[config.mk]
export PLATFORM = sky130hd
export DESIGN_NAME = mem_stage_pipe
export DESIGN_NICKNAME = d
export VERILOG_FILES = /design/src/rtl/mem_stage_pipe.sv
export SDC_FILE = /design/constraint.sdc
export NUM_CORES = 2
export LEC_CHECK = 0
export ABC_AREA = 1
export BUFFER_PORTS_ARGS = -buffer_cell sky130_fd_sc_hd__buf_2
export CORE_UTILIZATION = 25
export CTS_BUF_LIST = sky130_fd_sc_hd__clkbuf_4 sky130_fd_sc_hd__clkbuf_8 sky130_fd_sc_hd__clkbuf_16
export CTS_CLUSTER_DIAMETER = 200
export DETAILED_ROUTE_END_ITERATION = 10
export SETUP_SLACK_MARGIN = 0.05
export SLEW_MARGIN = 20
export SYNTH_ARGS = -nofsm -noshare
export SYNTH_HDL_FRONTEND = slang
export SYNTH_SLANG_ARGS = --single-unit
[constraint.sdc]
create_clock -name clock -period 6 [get_ports clock]
set_input_delay 0.9 -clock clock [delete_from_list [all_inputs] [get_ports clock]]
set_output_delay 0.9 -clock clock [all_outputs]
set_load 0.005 [all_outputs]
[src/rtl/mem_stage_pipe.sv]
// ============================================================================
// mem_stage_pipe
// ----------------------------------------------------------------------------
// RV32 memory stage with an internal word-organised data memory, followed by
// the MEM/WB pipeline register.
//
// Supports byte, halfword and word loads and stores (signed and unsigned
// loads). Each access takes MEM_LATENCY extra cycles, and the stage holds
// upstream with stall_m during those cycles. flush_m kills the instruction
// currently in the stage, including one that is part-way through its wait.
//
// Handshake: an M-stage instruction is offered when in_valid = 1. When
// stall_m = 1, upstream must hold every M input unchanged in the next cycle.
// The instruction is consumed at the first rising edge where stall_m = 0.
// stall_m never depends on anything except the current M inputs and the
// internal wait state. flush_m is the only input that may change while the
// stage is stalled.
//
// Parameters
//   DEPTH        data memory size in 32-bit words (power of two, >= 4)
//   MEM_LATENCY  extra cycles per load/store access (0..15)
//   AW           word-address width, derived from DEPTH
//
// Ports
//   clock, reset            rising-edge clock, asynchronous active-high reset
//   in_valid, flush_m       M-stage valid, synchronous kill of M instruction
//   RegWriteM .. WriteDataM M-stage control and data
//   stall_m                 upstream must hold M inputs this cycle
//   valid_w .. fault_w      registered W-stage entry
//   fsm_state               current access state (0 = IDLE, 1 = WAIT)
// ============================================================================
module mem_stage_pipe #(
    parameter int DEPTH       = 64,
    parameter int MEM_LATENCY = 0,
    parameter int AW          = $clog2(DEPTH)
) (
    input  logic        clock,
    input  logic        reset,
    input  logic        in_valid,
    input  logic        flush_m,
    input  logic        RegWriteM,
    input  logic        MemWriteM,
    input  logic        MemReadM,
    input  logic [1:0]  ResultSrcM,
    input  logic [2:0]  Funct3M,
    input  logic [4:0]  RD_M,
    input  logic [31:0] PCPlus4M,
    input  logic [31:0] ALU_ResultM,
    input  logic [31:0] WriteDataM,
    output logic        stall_m,
    output logic        valid_w,
    output logic        RegWriteW,
    output logic [1:0]  ResultSrcW,
    output logic [4:0]  RD_W,
    output logic [31:0] PCPlus4W,
    output logic [31:0] ALU_ResultW,
    output logic [31:0] ReadDataW,
    output logic        fault_w,
    output logic [0:0]  fsm_state
);

    // ------------------------------------------------------------------------
    // Elaboration-time parameter checks
    // ------------------------------------------------------------------------
    if (DEPTH < 4 || (DEPTH & (DEPTH - 1)) != 0) begin : g_bad_depth
        $error("mem_stage_pipe: DEPTH must be a power of two and at least 4");
    end
    if (MEM_LATENCY < 0 || MEM_LATENCY > 15) begin : g_bad_latency
        $error("mem_stage_pipe: MEM_LATENCY must be in the range 0..15");
    end

    // ------------------------------------------------------------------------
    // FSM encoding
    // ------------------------------------------------------------------------
    localparam logic [0:0] IDLE = 1'b0;
    localparam logic [0:0] WAIT = 1'b1;

    logic [0:0] state_q, state_d;
    logic [3:0] cnt_q, cnt_d;

    // ------------------------------------------------------------------------
    // Decode: access classification and fault detection
    // ------------------------------------------------------------------------
    logic [1:0]    a_lo;
    logic [AW-1:0] widx;
    logic          is_mem;
    logic          bad_f3;
    logic          misaligned;
    logic          fault_cond;
    logic          fault_m;
    logic          acc;

    assign a_lo   = ALU_ResultM[1:0];
    // Upper address bits are ignored, so the address wraps modulo DEPTH.
    assign widx   = ALU_ResultM[AW+1:2];
    assign is_mem = MemReadM | MemWriteM;

    always_comb begin
        bad_f3     = (Funct3M == 3'b011) | (Funct3M == 3'b110) | (Funct3M == 3'b111);
        misaligned = 1'b0;
        case (Funct3M[1:0])
            2'b01:   misaligned = a_lo[0];
            2'b10:   misaligned = (a_lo != 2'b00);
            default: misaligned = 1'b0;
        endcase
        fault_cond = bad_f3 | misaligned;
    end

    // A faulting load/store never touches memory; it retires in one cycle
    // as a flagged entry. Reset gates everything so that an asynchronous
    // reset cannot let a store slip through on the edge it overlaps.
    assign fault_m = ~reset & in_valid & ~flush_m & is_mem & fault_cond;
    assign acc     = ~reset & in_valid & ~flush_m & is_mem & ~fault_cond;

    // ------------------------------------------------------------------------
    // Completion and W-register load conditions
    // ------------------------------------------------------------------------
    logic complete;   // memory access finishes at the coming edge
    logic pass_thru;  // non-accessing valid instruction retires at the coming edge
    logic load_w;

    always_comb begin
        if (MEM_LATENCY == 0) begin
            complete = (state_q == IDLE) & acc;
        end else begin
            complete = (state_q == WAIT) & (cnt_q == 4'd0) & ~flush_m & ~reset;
        end
        pass_thru = ~reset & (state_q == IDLE) & in_valid & ~flush_m & ~acc;
        load_w    = complete | pass_thru;
    end

    // stall_m covers the issuing cycle plus every WAIT cycle except the last,
    // which is MEM_LATENCY cycles in total. A flush releases upstream at once.
    always_comb begin
        stall_m = 1'b0;
        if (!reset && !flush_m) begin
            if (state_q == IDLE) begin
                stall_m = acc & (MEM_LATENCY > 0);
            end else begin
                stall_m = (cnt_q != 4'd0);
            end
        end
    end

    // ------------------------------------------------------------------------
    // Next-state logic
    // ------------------------------------------------------------------------
    always_comb begin
        state_d = state_q;
        cnt_d   = cnt_q;
        case (state_q)
            IDLE: begin
                if (acc && (MEM_LATENCY > 0)) begin
                    state_d = WAIT;
                    cnt_d   = 4'(MEM_LATENCY - 1);
                end
            end
            WAIT: begin
                if (flush_m) begin
                    // Abort: the pending access is dropped, nothing is written.
                    state_d = IDLE;
                    cnt_d   = 4'd0;
                end else if (cnt_q != 4'd0) begin
                    cnt_d = cnt_q - 4'd1;
                end else begin
                    state_d = IDLE;
                end
            end
            default: begin
                state_d = IDLE;
                cnt_d   = 4'd0;
            end
        endcase
    end

    always_ff @(posedge clock or posedge reset) begin
        if (reset) begin
            state_q <= IDLE;
            cnt_q   <= 4'd0;
        end else begin
            state_q <= state_d;
            cnt_q   <= cnt_d;
        end
    end

    assign fsm_state = state_q;

    // ------------------------------------------------------------------------
    // Data memory
    // ------------------------------------------------------------------------
    logic [31:0] mem [DEPTH];
    logic [31:0] rword;
    logic [31:0] rshift;
    logic [31:0] ld_data;
    logic [31:0] wdata;
    logic [3:0]  be;
    logic        mem_we;

    assign rword  = mem[widx];
    // Move the addressed lane down to bit 0 before extension.
    assign rshift = rword >> {a_lo, 3'b000};

    // Store lane selection: data is replicated across the word so that the
    // byte enables alone pick the destination lane(s).
    always_comb begin
        case (Funct3M[1:0])
            2'b00: begin
                be    = 4'b0001 << a_lo;
                wdata = {4{WriteDataM[7:0]}};
            end
            2'b01: begin
                be    = a_lo[1] ? 4'b1100 : 4'b0011;
                wdata = {2{WriteDataM[15:0]}};
            end
            default: begin
                be    = 4'b1111;
                wdata = WriteDataM;
            end
        endcase
    end

    // Load extension: Funct3M[2] selects unsigned (BU/HU).
    always_comb begin
        case (Funct3M[1:0])
            2'b00:   ld_data = {{24{~Funct3M[2] & rshift[7]}},  rshift[7:0]};
            2'b01:   ld_data = {{16{~Funct3M[2] & rshift[15]}}, rshift[15:0]};
            default: ld_data = rword;
        endcase
    end

    // Stores commit only on the completion edge.
    assign mem_we = complete & MemWriteM;

    always_ff @(posedge clock) begin
        if (mem_we) begin
            for (int b = 0; b < 4; b++) begin
                if (be[b]) begin
                    mem[widx][8*b +: 8] <= wdata[8*b +: 8];
                end
            end
        end
    end

    // ------------------------------------------------------------------------
    // MEM/WB pipeline register
    // ------------------------------------------------------------------------
    // Every edge that is not a completion or a pass-through loads a bubble.
    always_ff @(posedge clock or posedge reset) begin
        if (reset) begin
            valid_w     <= 1'b0;
            RegWriteW   <= 1'b0;
            ResultSrcW  <= 2'b00;
            RD_W        <= 5'd0;
            PCPlus4W    <= 32'd0;
            ALU_ResultW <= 32'd0;
            ReadDataW   <= 32'd0;
            fault_w     <= 1'b0;
        end else if (load_w) begin
            valid_w     <= 1'b1;
            RegWriteW   <= RegWriteM & ~fault_m;
            ResultSrcW  <= ResultSrcM;
            RD_W        <= RD_M;
            PCPlus4W    <= PCPlus4M;
            ALU_ResultW <= ALU_ResultM;
            ReadDataW   <= (complete & MemReadM) ? ld_data : 32'd0;
            fault_w     <= fault_m;
        end else begin
            valid_w     <= 1'b0;
            RegWriteW   <= 1'b0;
            ResultSrcW  <= 2'b00;
            RD_W        <= 5'd0;
            PCPlus4W    <= 32'd0;
            ALU_ResultW <= 32'd0;
            ReadDataW   <= 32'd0;
            fault_w     <= 1'b0;
        end
    end

endmodule

After elaboration in Yosys (flattened, before gate mapping) --
Memories as Yosys holds them, arrays and structs flattened. Index checks and enable logic that the tools add are counted.
Word-level totals: memories kept 1, latch bits 0, input port bits 113, memory bits (read-only) 0, bits in registers 111, RAM bits 2048
Operators by class: add/subtract/negate cells 1, divide/modulo/power cells 0, multiply operators 0, shift-type cells 2, mux-type cells 33, eq/ne operators 5, reduce and logical (&&, ||, !) cells 8, order comparisons 0, bitwise logic cells 27
Memory list:
- mem | depth 64, width 32, read ports 1, clocked after memory_dff 0, write ports 1, RTL line 191 | logic [31:0] mem [DEPTH];
Operators with widths (count):
- $mux 32 | 4
- $pmux 32 s2 | 2
- $shr 32x5->16 | 1
- $mux 1 | 20
- $and 1x1->1 | 15
- $mux 4 | 3
- $pmux 4 s2 | 1
- $not 1->1 | 7
- $eq 3x3->1 const B | 2
- $mux 5 | 1
- $or 1x1->1 | 5
- $reduce_bool 2->1 | 2
- $reduce_bool 4->1 | 1
- $shl 1x2->4 const A | 1
- $sub 4x1->4 const B | 1
- $eq 3x2->1 const B | 1
- $eq 2x1->1 const B | 1
- $eq 2x2->1 const B | 1
- $logic_not 1->1 | 2
- $logic_not 2->1 | 1
- $mux 2 | 1
- $pmux 1 s2 | 1
- $reduce_and 2->1 | 1
- $logic_and 1x1->1 | 1

Depth between registers and ports, before layout --
word-level depth 10, gate-level depth with buffers 20, depth with buffers taken out 16

Worst setup path after synthesis --
OpenSTA, ideal clock, no wires.
path type input -> register, start point input port reset, end point memory mem[3][10], enable pin, data required time 5.630 ns, stages on the path 8, setup slack 0.720 ns, buffers on the path 1, library setup time 0.370 ns, arrival time 4.910 ns, cell sequence inv_1 -> nand3_1 -> nor2_1 -> nand2_1 -> nor2_1 -> o21ai_1 -> clkbuf_1 -> nor2_1
Between the ends: cells in the longest elaborated chain, start to end 9
Ends and longest elaborated chain:
- start, declared | RTL line 38 | input logic reset,
- $not 1->1 | RTL line 113 | assign acc = ~reset & in_valid & ~flush_m & is_mem & ~fault_cond;
- $and 1x1->1 (4 in series) | RTL line 113
- $and 1x1->1 | RTL line 124 | complete = (state_q == IDLE) & acc;
- $and 1x1->1 | RTL line 232 | assign mem_we = complete & MemWriteM;
- $mux 1 | RTL line 235 | if (mem_we) begin
- $mux 1 (not written as such) | RTL line 238 | mem[widx][8*b +: 8] <= wdata[8*b +: 8];
- end, declared | RTL line 191
No other way between the ends.

Worst setup path in the final report --
start point input port ALU_ResultM[3], end point memory mem[50][25], enable pin
RTL lines:
- start, declared | RTL line 48 | input logic [31:0] ALU_ResultM,
No word-level cell before the write port.

==> results.cfg <==
[route]
drtPass1Iterations = 6
drt_iter0_drc = 8230
routed_wl_um = 273000
via_per_inst = 4.79
post_drt_wl_per_cell_um = 23.2
antenna_left = 0
vias = 56200
drc = 0

[grt]
grt_pass1_vias = 53000
grt_first_pass_wirelength_um = 385000
antenna_found_initial = 24
grt_use_met1_pct = 20.5
grt_max_degree = 191
grt_use_met2_pct = 23.3
grt_overflow = 0
grt_busiest_layer = met2
use_met3_pct = 3.58
track_usage_pct = 15.4

[min_path]
min_path_type = primary input to async pin

[cts]
htreeDepth = 4
ctsResizeCount = 0
cts_tree = done
holdBufCountCts = 0
clkSinkCount = 2159
ctsLongestPathBuffers = 3
post-cts-setup-buffers = 0
clockRootBuffer = clkbuf_16
clk_latency_ns = 0.88
cts_buffers = 215
path_clk_slew_ns = 0.06

[synthesis]
yosys.area.top_type = edfxtp_1
async_flop_share_pct = 5.14
synth_cell_types = 42
syn_inst = 6843
yosys.area.top_type_share_pct = 72.2
synth_ff_type = edfxtp_1
synth_edf_count = 2048
yosysWarnings = 0
syn_area_um2 = 85100
ys_top_cells_by_area = edfxtp_1 72%, nand2_1 7.2%, nor2_1 3.9%
avgSynthCellArea_um2 = 12.4
syn-num-nets = 6962
yosysSeqAreaShare_pct = 75.5
ys_seq_elements = 2159

[timing]
skew_ns = 0.0313
relSlewSlack_pct = 24.0
worstMarginPinSlew_ns = 1.14
period_minus_slack_ns = 4.12
report.final.slew_viol_count = 0
setup_viol = 0
fin_crit_sh_pct = 68.7
fin_tns_setup_ns = 0
fmax_ghz = 0.243
rsz0062_at_grt = no
whs_ns = 0.239
final_hold_viol_count = 0

[worst_setup_path]
end_kind = register
cp.arrival_ns = 4.61
worstSetupPathType = primary input to register
r2r_setup_slack_ns = 2.38
critPathMaxFanout = 26
reg2reg_to = mem[55][10]
rr_worst_depth = 7
worstReg2RegStart = fsm_state
cp.required_ns = 6.49
crit_path_start_kind = primary input

[pwr]
p_leak_nw = 34.4
power_density_nw_per_um2 = 326
internal_power_mw = 24.9
pwr-share-seq_pct = 51.7
switchingPower_mw = 7.35
clockPowerShare_pct = 42.3
swShare_pct = 22.8
vdd_drop_max_mv = 0.317
combPwrFrac_pct = 6.1

[job]
cap_violations = 0

[die]
row_count = 213
initial_utilization_pct = 25.2
die_x_um = 586
io_pins = 221
core_um2 = 338000
fp.dieArea_um2 = 343000
die_h_um = 586

[cells_and_area]
drive_above_1_share_pct = 11.4
syn2layout_area_growth_pct = 16.2
postLayoutCoreUtil_pct = 29.3
nets = 7170

[placement]
gp_congestion = 0.906
dp_hpwl_um = 170000
io_buffers = 220

[status]
status = finished clean
-- cell families (layout without fill, tap and decap cells) --
| group | count (synthesis) | count (layout) | synth area share [%] |
|---|---|---|---|
| AOI/OAI and AO/OA | 1151 | 1151 | 7.63 |
| and+or+nand+nor | 2806 | 2806 | 13.1 |
| buffers and inverters | 719 | 1104 | 3.67 |
| adders and majority gates | 6 | 6 | 0.0882 |
| DFF | 2159 | 2159 | 75.5 |
| xor gates and xnor gates | 2 | 2 | 0.0206 |
| other | 0 | 11 | 0 |
-- layout make-up --
type | instances | area (µm²)
Fill cell | 33800 | 239000
Sequential cell | 2159 | 64300
Multi-Input combinational cell | 3965 | 18100
Clock buffer | 269 | 5880
Tap cell | 4515 | 5650
Timing Repair Buffer | 367 | 2470
Inverter | 343 | 1320
Clock inverter | 125 | 1280
Antenna cell | 11 | 27.5
-- cell usage after synthesis (36+ instances only) --
library cell	n
edfxtp_1	2048
nand2_1	1642
nor2_1	876
o21ai_0	535
inv_1	332
buf_2	178
o22ai_1	176
a21oi_1	166
clkbuf_1	148
nand3_1	125
dfrtp_1	111
o21ai_1	95
a22oi_1	81
nand4_1	81
o211ai_1	36
-- registers in the layout, indices dropped and copies added (netlist names), 2 cells and up --
signal and count:
cnt_q 4, ResultSrcW 2, ReadDataW 32, ALU_ResultW 32, RD_W 5, mem 2048, PCPlus4W 32
-- power by group through the flow --
stage          registers, mW  clock network [mW]  logic, mW
6_report                16.7                13.6       1.96
5_1_grt                 16.7                14.3       2.06
4_1_cts                 16.7                13.7       1.92
3_5_place_dp            17.0                   0       1.91
3_3_place_gp            17.0                   0       1.90
2_1_floorplan           17.0                   0      0.941
-- critical path: stages --
cell     delay [ns]
buf_4          0.40
buf_4          0.39
nand2_4        0.34
nor2_4         0.43
buf_4          0.45
nand2_1        0.60
nor2_1         0.90
-- per-stage QoR --
step / setup WS (ns) / total power [mW] / instance area [µm²] / std cells
final: 1.88 / 32.3 / 99000 / 11800
after detailed placement: 1.10 / 18.9 / 91700 / 11300
after global placement: 1.07 / 18.9 / 91700 / 11300
after CTS: 2.02 / 32.3 / 98900 / 11700
after global routing: 1.82 / 33.0 / 98900 / 11700
after floorplan: 0.720 / 18.0 / 85100 / 6843
-- cells in the final DEF, fill, tap and decap left out, types with 6 or more instances in the layout --
cell,count
edfxtp_1,2048
nand2_1,1634
nor2_1,867
o21ai_0,519
inv_1,330
clkbuf_16,218
buf_2,218
o22ai_1,176
a21oi_1,166
buf_4,129
nand3_1,125
dfrtp_1,111
o21ai_1,91
nand4_1,81
a22oi_1,81
clkinv_1,46
clkbuf_4,44
clkinv_2,37
o211ai_1,36
or2_2,34
a221oi_1,23
o21ai_4,21
bufinv_16,21
buf_12,17
a22o_1,16
or2_1,13
nand2_2,12
o2111ai_1,12
diode_2,11
nor2_4,9
nor3_2,8
nor2_2,8
inv_6,7
clkinvlp_4,7
clkbuf_8,7
inv_4,6
nand3b_1,6
ha_1,6
clkinv_8,6
-- worst max path at each step --
stage / start / to / slack [ns] / depth (start not counted)
CTS: Funct3M[1] / mem[55][13] / 2.02 / 11
global route: Funct3M[1] / mem[55][8] / 1.82 / 12
detailed placement: Funct3M[1] / mem[55][14] / 1.10 / 11
global placement: Funct3M[1] / mem[29][10] / 1.07 / 11
finish: ALU_ResultM[3] / mem[50][25] / 1.88 / 7
floorplan: reset / mem[3][10] / 0.72 / 8
-- per-layer routing --
metal	wire, µm	part of all wire [%]
met5	163	0.060
met4	14500	5.3
met3	31300	11
met2	120000	44
met1	107000	39
Power figures use the tool's default switching activity.
